==> config.mk <==
export PLATFORM = sky130hd
export DESIGN_NAME = img_loader
export DESIGN_NICKNAME = d
export VERILOG_FILES = /design/src/rtl/img_loader.sv
export SDC_FILE = /design/constraint.sdc
export NUM_CORES = 1
export LEC_CHECK = 0
export CORE_ASPECT_RATIO = 0.9
export CORE_MARGIN = 3
export CORE_UTILIZATION = 35
export CTS_BUF_LIST = sky130_fd_sc_hd__clkbuf_4 sky130_fd_sc_hd__clkbuf_8 sky130_fd_sc_hd__clkbuf_16
export CTS_CLUSTER_SIZE = 40
export DETAILED_ROUTE_END_ITERATION = 10
export MAX_ROUTING_LAYER = met4
export PLACE_DENSITY = 0.73
export SKIP_LAST_GASP = 1
export SLEW_MARGIN = 20
export SYNTH_ARGS = -nofsm -noshare
export SYNTH_HDL_FRONTEND = slang
export SYNTH_SLANG_ARGS = --single-unit
export TNS_END_PERCENT = 1
==> constraint.sdc <==
create_clock -name clk -period 2.7 [get_ports clk]
set_input_delay 0.54 -clock clk [delete_from_list [all_inputs] [get_ports clk]]
set_output_delay 0.54 -clock clk [all_outputs]
set_load 0.005 [all_outputs]
==> src/rtl/img_loader.sv <==
// Frame loader: accepts a raster-ordered greyscale stream and writes it into a frame buffer.
// Define IMG_LOADER_SOF_CHK_EN to compile in start-of-frame framing checks on s_sof.
module img_loader #(
  parameter int unsigned IMG_WD     = 5,
  parameter int unsigned IMG_HT     = 5,
  parameter int unsigned COORD_BITS = 3,
  parameter int unsigned PXL_BITS   = 13,
  parameter int unsigned IN_BITS    = 8
) (
  input  logic                  clk,
  input  logic                  rst,
  input  logic                  load,
  input  logic                  s_valid,
  output logic                  s_ready,
  input  logic [IN_BITS-1:0]    s_data,
  input  logic                  s_sof,
  output logic                  wr_en,
  output logic [COORD_BITS-1:0] wr_x,
  output logic [COORD_BITS-1:0] wr_y,
  output logic [PXL_BITS-1:0]   wr_data_pxl,
  output logic                  busy,
  output logic                  load_done,
  output logic                  frame_err
);

  localparam logic [COORD_BITS-1:0] XMax = COORD_BITS'(IMG_WD - 1);
  localparam logic [COORD_BITS-1:0] YMax = COORD_BITS'(IMG_HT - 1);

  typedef enum logic [1:0] {StIdle, StLoad, StDone} state_e;

  state_e                state_q, state_d;
  logic [COORD_BITS-1:0] x_q, x_d, y_q, y_d;
  logic                  wr_en_q, wr_en_d;
  logic [COORD_BITS-1:0] wr_x_q, wr_x_d, wr_y_q, wr_y_d;
  logic [PXL_BITS-1:0]   wr_data_q, wr_data_d;
  logic                  load_done_q, load_done_d;
  logic                  frame_err_q, frame_err_d;

  // Coordinates the current beat lands on, and whether it is written at all.
  logic [COORD_BITS-1:0] beat_x, beat_y;
  logic                  do_write;

`ifndef IMG_LOADER_SOF_CHK_EN
  logic unused_sof;
  assign unused_sof = s_sof;
`endif

  always_comb begin
    state_d     = state_q;
    x_d         = x_q;
    y_d         = y_q;
    wr_en_d     = 1'b0;
    wr_x_d      = wr_x_q;
    wr_y_d      = wr_y_q;
    wr_data_d   = wr_data_q;
    load_done_d = load_done_q;
    frame_err_d = frame_err_q;
    beat_x      = x_q;
    beat_y      = y_q;
    do_write    = 1'b0;

    unique case (state_q)
      StIdle, StDone: begin
        if (load) begin
          state_d     = StLoad;
          x_d         = '0;
          y_d         = '0;
          load_done_d = 1'b0;
          frame_err_d = 1'b0;
        end
      end
      StLoad: begin
        if (s_valid) begin
          do_write = 1'b1;
`ifdef IMG_LOADER_SOF_CHK_EN
          if (s_sof && (x_q != '0 || y_q != '0)) begin
            // Unexpected start of frame: restart the frame at the origin.
            frame_err_d = 1'b1;
            beat_x      = '0;
            beat_y      = '0;
          end else if (!s_sof && x_q == '0 && y_q == '0) begin
            frame_err_d = 1'b1;
            do_write    = 1'b0;
          end
`endif
          if (do_write) begin
            wr_en_d   = 1'b1;
            wr_x_d    = beat_x;
            wr_y_d    = beat_y;
            wr_data_d = PXL_BITS'(s_data);
            if (beat_x == XMax) begin
              x_d = '0;
              if (beat_y == YMax) begin
                y_d         = '0;
                state_d     = StDone;
                load_done_d = 1'b1;
              end else begin
                y_d = beat_y + COORD_BITS'(1);
              end
            end else begin
              x_d = beat_x + COORD_BITS'(1);
              y_d = beat_y;
            end
          end
        end
      end
      default: state_d = StIdle;
    endcase
  end

  always_ff @(posedge clk) begin
    if (rst) begin
      state_q     <= StIdle;
      x_q         <= '0;
      y_q         <= '0;
      wr_en_q     <= 1'b0;
      wr_x_q      <= '0;
      wr_y_q      <= '0;
      wr_data_q   <= '0;
      load_done_q <= 1'b0;
      frame_err_q <= 1'b0;
    end else begin
      state_q     <= state_d;
      x_q         <= x_d;
      y_q         <= y_d;
      wr_en_q     <= wr_en_d;
      wr_x_q      <= wr_x_d;
      wr_y_q      <= wr_y_d;
      wr_data_q   <= wr_data_d;
      load_done_q <= load_done_d;
      frame_err_q <= frame_err_d;
    end
  end

  assign s_ready     = (state_q == StLoad);
  assign busy        = (state_q == StLoad);
  assign wr_en       = wr_en_q;
  assign wr_x        = wr_x_q;
  assign wr_y        = wr_y_q;
  assign wr_data_pxl = wr_data_q;
  assign load_done   = load_done_q;
  assign frame_err   = frame_err_q;

endmodule

## Yosys cells after proc, flatten, opt, wreduce, memory -nomap -nowiden

Index checks and enable logic that the tools add are counted.

| cells by class | value |
|---|---|
| eq/ne operators | 8 |
| reductions and logical operators | 9 |
| multiplexer cells | 19 |
| bitwise logic cells | 1 |
| add/subtract/negate cells | 2 |

Operators with widths:

| kind | number |
|---|---|
| 2-to-1 mux 3 bit | 6 |
| one-hot mux 3 bit (2 select lines) | 2 |
| 2-to-1 mux 2 bit | 4 |
| AND reduction 4 bit | 2 |
| adder 3 x 1 -> 3 bit, second input constant | 2 |
| == test 3 bit, second input constant | 2 |
| 2-to-1 mux 1 bit | 5 |
| AND reduction 5 bit | 1 |
| inequality test 2 x 1 -> 1 bit, second input constant | 2 |
| inequality test 2 bit, second input constant | 2 |
| one-hot mux 2 bit (2 select lines) | 1 |
| OR reduction 2 bit | 2 |
| AND reduction 3 bit | 1 |
| == test 2 x 1 -> 1 bit, second input constant | 1 |
| == test 2 bit, second input constant | 1 |
| zero test 2 bit | 1 |
| one-hot mux 1 bit (2 select lines) | 1 |
| AND reduction 2 bit | 1 |
| nonzero test 2 bit | 1 |
| inverter 1 bit | 1 |

| storage, ports and cells | value |
|---|---|
| logic and storage cells | 47 |
| bits in registers | 24 |

## Logic depth before layout (Yosys ltp)

Gate-level depths: netlist (run 1).

| depth | value |
|---|---|
| depth after elaboration | 5 |
| gate-level depth with buffers | 5 |
| mapped depth without buffers | 5 |

## Worst setup path after synthesis (run 1)

Ideal clock, no wire load.

| timing | value |
|---|---|
| path kind | flip-flop to output port |
| from | register state_q[1] |
| to | output s_ready |
| path buffers | 1 |
| path slack | 1443 ps |
| stages on the path, launching flop included | 4 |
| arrival | 717 ps |
| required time | 2160 ps |
| cells stage by stage | dfxtp_1 -> nand2b_2 -> inv_1 -> buf_4 |

| between the ends | value |
|---|---|
| longest elaborated chain between the ends | 1 |

RTL lines:

| element | RTL line | RTL |
|---|---|---|
| from (decl) | 31 | `state_e state_q, state_d;` |
| from (signal assigned) | 113 | `state_q <= StIdle;` |
| from (signal assigned) | 123 | `state_q <= state_d;` |
| == test 2 x 1 -> 1 bit | - |  |
| to (decl) | 14 | `output logic s_ready,` |

No other way between the ends.

## Final worst setup path (run 1)

| timing | value |
|---|---|
| from | register state_q[1] |
| to | output busy |

| between the ends | value |
|---|---|
| longest elaborated chain between the ends | 1 |

RTL lines:

| element | RTL line | RTL |
|---|---|---|
| == test 2 x 1 -> 1 bit | 136 | `assign busy = (state_q == StLoad);` |
| to (decl) | 21 | `output logic busy,` |

No other way between the ends.

==> flow_metrics.env, run 1 <==
export IMPL_synth_cells=125
export IMPL_n_fill_cell=294
export IMPL_drc_errors=0
export IMPL_placed_area_mm2=0.001329
export IMPL_ant_nets=0
export IMPL_postCtsHoldBufs=0
export IMPL_ys_seq_area_share_pct=45.93
export IMPL_p_sw_share_pct=22.66
export IMPL_wire_per_inst_um=11.06
export IMPL_cp_end_kind="output port"
export IMPL_hold_class="flop to flop"
export IMPL_synth_fa_ha_area_share_pct=4.785
export IMPL_critPathSlowestCell="clkdlybuf4s50_1"
export IMPL_design_area_mm2=0.001365
export IMPL_synth_top_family_by_area="simple AND/OR/NAND/NOR gates"
export IMPL_p_comb_share_pct=11.1
export IMPL_synth_xor_area_share_pct=0.8373
export IMPL_synth_top_cell_area_share_pct=45.93
export IMPL_clockRootBuffer="clkbuf_4"
export IMPL_coreArea_mm2=0.002793
export IMPL_clkPwrFrac_pct=29.8
export IMPL_grt_overflow_total=0
export IMPL_synth_area_leaders="dfxtp_1, nand2_1, a21oi_1, buf_4, ha_1"
export IMPL_cts_made_buffers=3
export IMPL_antenna_found_initial=0
export IMPL_grt_pass1_vias=815
export IMPL_ctsResizeCount=0
export IMPL_multi_input_area_um2=474.2
export IMPL_pre_cts_ws_ps=678.9
export IMPL_yosysWarnings=0
export IMPL_p_per_area_mw_per_mm2=454.8
export IMPL_grt_max_degree=18
export IMPL_rows=18
export IMPL_path_clk_slew_ps=130
export IMPL_portBuffers=29
export IMPL_cts_sinks=24
export IMPL_synth_area_mm2=0.001046
export IMPL_die_h_um=57.87
export IMPL_die_x_um=63.63
export IMPL_critPathRequiredTime_ps=2160
export IMPL_clockBufferDepth=2
export IMPL_dr_total_vias=894
export IMPL_io_pins=37
export IMPL_yosys_area_top_type="dfxtp_1"
export IMPL_diodes=0
export IMPL_synth_compound_area_share_pct=14.59
export IMPL_seq_power_share_pct=59.0
export IMPL_skew_ps=8.412
export IMPL_initial_core_util_pct=37.46
export IMPL_p_int_mw=0.4801
export IMPL_fmax_ghz=0.4875
export IMPL_postCtsSetupBuffers=0
export IMPL_status="finished clean"
export IMPL_gp_congestion=0.7618
export IMPL_worst_pin_slew_ps=618.1
export IMPL_dp_cells=188
export IMPL_drv_cap=0
export IMPL_h_tree_depth=1
export IMPL_crit_chain="nand2b_2, inv_1, clkdlybuf4s50_1"
export IMPL_cts_tree="yes"
export IMPL_instances_no_fill=192
export IMPL_final_max_slew_violation_count=0
export IMPL_ys_ff_latch=24
export IMPL_ys_types=28
export IMPL_fp_dieArea_mm2=0.003682
export IMPL_tns_ps=0
export IMPL_worstSetupPathType="flop to output port"
export IMPL_regArea_um2=480.5
export IMPL_power_leakage_nw=0.4711
export IMPL_worstPathMaxFanout=6
export IMPL_routed_wl_mm=2.123
export IMPL_routed_via_density=4.656
export IMPL_synthMuxAreaShare_pct=0
export IMPL_dp_hpwl_mm=1.605
export IMPL_hold_viol=0
export IMPL_drive_above_1_share_pct=7.895
export IMPL_finalNetCount=170
export IMPL_ir_drop_mv=0.1622
export IMPL_layout_setup_ws_ps=648.7
export IMPL_grt_pass1_wl_mm=3.539
export IMPL_rsz0062_at_grt="false"
export IMPL_crit_path_start_kind="flop"
export IMPL_p_switching_mw=0.1407
export IMPL_firstDrtPassIters=4
export IMPL_grt_total_usage_pct=12.54
export IMPL_min_period_ps=2051
export IMPL_max_stage_delay_ps=510
export IMPL_syn_area_per_cell_um2=8.368
export IMPL_crit_arrival_ps=1510
export IMPL_slew_limit_headroom_pct=58.67
export IMPL_setup_viol=0
export IMPL_synthSimpleGateAreaFrac_pct=22.97
export IMPL_fin_crit_sh_pct=75.97
export IMPL_first_iter_violations=47
export IMPL_area_growth_pct=30.50
export IMPL_clock_latency_ps=310
-- metrics by stage --
| step | hold WS, ps | util (%) | total power, mW |
|---|---|---|---|
| 2_1_floorplan | 448.4 | - | 0.4145 |
| 3_3_place_gp | 441.1 | 47.58 | 0.4418 |
| 3_5_place_dp | 445.6 | 47.58 | 0.4440 |
| 4_1_cts | 463.4 | 48.88 | 0.6286 |
| 5_1_grt | 481.0 | 48.88 | 0.6532 |
| 6_report | 461.5 | 48.88 | 0.6208 |
-- kinds of logic (layout without fill, tap and decap cells) --
| group | count (synthesis) | after routing |
|---|---|---|
| compound gates | 27 | 27 |
| xor+xnor | 1 | 1 |
| fa+ha+maj | 4 | 4 |
| buf+inv | 19 | 41 |
| flops | 24 | 24 |
| other cells | 1 | 6 |
| simple gates | 49 | 49 |
-- routing by layer --
layer / routed length [um] / vias up / global-route usage, %
li1: - / 451 / -
met1: 947 / 413 / 14.20
met2: 1034 / 26 / 20.39
met3: 104 / 4 / 3.682
met4: 36 / 0 / 6.154
met5: 0 / - / -
-- final timing paths --
| kind | from | to | slack [ps] | cells past startpoint |
|---|---|---|---|---|
| setup / recovery | state_q[1] | busy | 650 | 3 |
| hold reg to reg | wr_x[2] | wr_x[2] | 460 | 2 |
| hold / removal | wr_x[2] | wr_x[2] | 460 | 2 |
| setup reg to reg | beat_x[0] | state_q[1] | 1340 | 5 |
-- Yosys cell counts --
library cell	n
or3_1	1
o31ai_1	1
nor2_1	4
or3b_2	1
nand2_1	30
a21oi_1	19
nand4b_1	1
inv_1	7
o32ai_1	1
o21ai_0	3
buf_6	1
dfxtp_1	24
conb_1	1
buf_4	8
nor3_1	2
clkbuf_1	2
ha_1	4
and3b_2	1
nand3_1	1
buf_2	1
nand3b_1	2
nand3_2	1
xnor2_1	1
or3_4	1
a21oi_2	2
a2bb2oi_1	1
nand2b_2	1
nand2b_1	3
-- cell usage in the layout (no fill, tap or decap), drive strengths merged --
cell and instances:
a21oi 21, a2bb2oi 1, and3b 1, buf 1, clkbuf 4, clkdlybuf4s50 29, conb 6, dfxtp 24
ha 4, inv 7, nand2 30, nand2b 4, nand3 2, nand3b 2, nand4b 1, nor2 4
nor3 2, o21ai 3, o31ai 1, o32ai 1, or3 2, or3b 1, xnor2 1
-- final cells by class --
| type | instances | share of cell area, % |
|---|---|---|
| multi-input cells | 87 | 34.74 |
| repair buffers | 30 | 21.81 |
| clock buffers | 4 | 2.658 |
| flip-flops and latches | 24 | 35.20 |
| well taps | 40 | 3.666 |
| inverters | 7 | 1.925 |
-- power by group through the flow --
| stage | sequential [mW] | clock (mW) | combinational (mW) |
|---|---|---|---|
| after global routing | 0.368 | 0.209 | 0.0764 |
| after CTS | 0.367 | 0.192 | 0.0697 |
| after detailed placement | 0.375 | 0 | 0.0694 |
| final | 0.366 | 0.185 | 0.0692 |
| after global placement | 0.374 | 0 | 0.0680 |
| after floorplan | 0.374 | 0 | 0.0401 |
-- critical path: cells and delay by family, from the launching register on --
kind / cells / cell delay [ps]
buf+inv: 2 / 630
flops: 1 / 340
simple gates: 1 / 220
-- sequential cells by signal (all words and copies together), names as in the netlist --
signal / count
beat_x: 3
wr_en: 1
wr_data_pxl: 8
load_done: 1
state_q: 2
wr_x: 3
beat_y: 3
wr_y: 3
No activity file was read; power rests on OpenSTA's default activity.
==> inputs of run 2 (changes only) <==
==> constraint.sdc (replaced) <==
create_clock -name clk -period 1.9 [get_ports clk]
set_input_delay 0.38 -clock clk [delete_from_list [all_inputs] [get_ports clk]]
set_output_delay 0.38 -clock clk [all_outputs]
set_load 0.005 [all_outputs]
==> run 2 against run 1 <==
Net effect:
- wire length up 0.38%
- sequential power up 42%
- first-iteration DRC count up 8.5%
- combinational power up 49%
- via count down 1.6%
- critical path depth unchanged
==> flow_metrics.env, run 2 (same netlist as run 1, synthesis figures left out) <==
export IMPL_first_iter_violations=51
export IMPL_diodes=0
export IMPL_drv_cap=0
export IMPL_clock_latency_ps=320
export IMPL_routed_via_density=4.536
export IMPL_drc_errors=0
export IMPL_routed_wl_mm=2.131
export IMPL_firstDrtPassIters=4
export IMPL_max_stage_delay_ps=500
export IMPL_pre_cts_ws_ps=219.3
export IMPL_antenna_found_initial=0
export IMPL_path_clk_slew_ps=130
export IMPL_ant_nets=0
export IMPL_setup_viol=0
export IMPL_cts_made_buffers=3
export IMPL_final_common_cell="nand2_1"
export IMPL_critPathSlowestCell="clkdlybuf4s50_1"
export IMPL_clkPwrFrac_pct=37.2
export IMPL_power_leakage_nw=0.4866
export IMPL_grt_max_degree=18
export IMPL_p_sw_share_pct=21.18
export IMPL_finalNetCount=172
export IMPL_grt_pass1_vias=802
export IMPL_critPathRequiredTime_ps=1520
export IMPL_area_growth_pct=33.97
export IMPL_die_x_um=63.63
export IMPL_rows=18
export IMPL_final_max_slew_violation_count=0
export IMPL_crit_chain="nand2b_4, inv_2, clkdlybuf4s50_1"
export IMPL_cts_sinks=24
export IMPL_postCtsHoldBufs=0
export IMPL_hold_class="flop to flop"
export IMPL_skew_ps=0.9136
export IMPL_p_comb_share_pct=10.4
export IMPL_largest_register_ffs=8
export IMPL_worstSetupPathType="flop to output port"
export IMPL_drive_above_1_share_pct=9.740
export IMPL_h_tree_depth=1
export IMPL_layout_setup_ws_ps=84.74
export IMPL_clockBufferDepth=2
export IMPL_min_period_ps=1815
export IMPL_grt_pass1_wl_mm=3.670
export IMPL_clockRootBuffer="clkbuf_4"
export IMPL_dr_total_vias=880
export IMPL_dp_hpwl_mm=1.633
export IMPL_gp_congestion=0.8151
export IMPL_cpLargestDelayFamily="buffers and inverters"
export IMPL_fmax_ghz=0.5509
export IMPL_seq_power_share_pct=52.5
export IMPL_status="finished clean"
export IMPL_ctsResizeCount=1
export IMPL_crit_arrival_ps=1440
export IMPL_p_switching_mw=0.2103
export IMPL_p_per_area_mw_per_mm2=708.4
export IMPL_cp_end_kind="output port"
export IMPL_cts_tree="yes"
export IMPL_die_h_um=57.87
export IMPL_final_cell_mix="nand2_1, clkdlybuf4s50_1, dfxtp_1"
export IMPL_portBuffers=29
export IMPL_design_area_mm2=0.001401
export IMPL_grt_total_usage_pct=13.02
export IMPL_worstPathMaxFanout=6
export IMPL_fp_dieArea_mm2=0.003682
export IMPL_crit_path_start_kind="flop"
export IMPL_rsz0062_at_grt="false"
export IMPL_postCtsSetupBuffers=0
export IMPL_grt_overflow_total=0
export IMPL_ir_drop_mv=0.3002
export IMPL_tns_ps=0
export IMPL_io_pins=37
export IMPL_worst_path_buf_inv=2
export IMPL_p_int_mw=0.7824
export IMPL_coreArea_mm2=0.002793
export IMPL_hold_viol=0
export IMPL_placed_area_mm2=0.001344
export IMPL_initial_core_util_pct=37.46
export IMPL_wire_per_inst_um=10.98
export IMPL_fin_crit_sh_pct=95.54
==> run 2: cell types whose count changed in the layout (fill, tap and decap cells not counted), sizes merged <==
cell / before / now
buf: 1 / 3
bufinv: 0 / 1
clkbuf: 4 / 3
==> run 2: path summary, 6_finish.rpt <==
check	startpoint	end	slack (ps)	depth (start not counted)
setup / recovery	state_q[0]	busy	80	3
hold / removal	wr_x[0]	wr_x[0]	460	2
setup reg to reg	beat_x[0]	state_q[1]	540	5
hold reg to reg	wr_x[0]	wr_x[0]	460	2
==> run 2: power by group through the flow <==
stage / registers [mW] / logic (mW) / clock network, mW
6_report: 0.521 / 0.103 / 0.369
5_1_grt: 0.523 / 0.113 / 0.405
4_1_cts: 0.521 / 0.103 / 0.380
3_5_place_dp: 0.532 / 0.102 / 0
3_3_place_gp: 0.531 / 0.0999 / 0
2_1_floorplan: 0.532 / 0.0569 / 0
==> run 2: worst reg2reg max path: cells and delay by family, from the launching register on <==
family / cells / cell delay, ps
buffers and inverters: 1 / 70
AND/OR/NAND/NOR: 2 / 560
flip-flops: 1 / 370
adder cells (fa/ha/maj): 1 / 170
AO/OA/AOI/OAI: 1 / 140
==> run 2: routing by layer <==
layer,vias to the layer above,GRT usage (%),part of all wire (%)
met5,-,-,0
li1,456,-,-
met3,4,2.907,5.7
met1,394,15.32,43
met4,0,7.385,2.5
met2,26,20.68,49
==> run 2: per-stage QoR <==
stage	instances	hold WS [ps]	power [mW]	util, %
after global routing	194	479.5	1.041	50.18
after CTS	194	463.5	1.004	50.00
final	194	461.4	0.9927	50.18
after global placement	190	440.7	0.6312	48.12
after detailed placement	190	446.4	0.6343	48.12
after floorplan	130	448.4	0.5890	-
==> run 2: final cells by class <==
cell class | instances | area [um2]
Fill cell | 283 | 1391
Sequential cell | 24 | 480.5
Multi-Input combinational cell | 87 | 479.2
Timing Repair Buffer | 32 | 312.8
Tap cell | 40 | 50.05
Clock inverter | 1 | 30.03
Inverter | 7 | 26.28
Clock buffer | 3 | 22.52
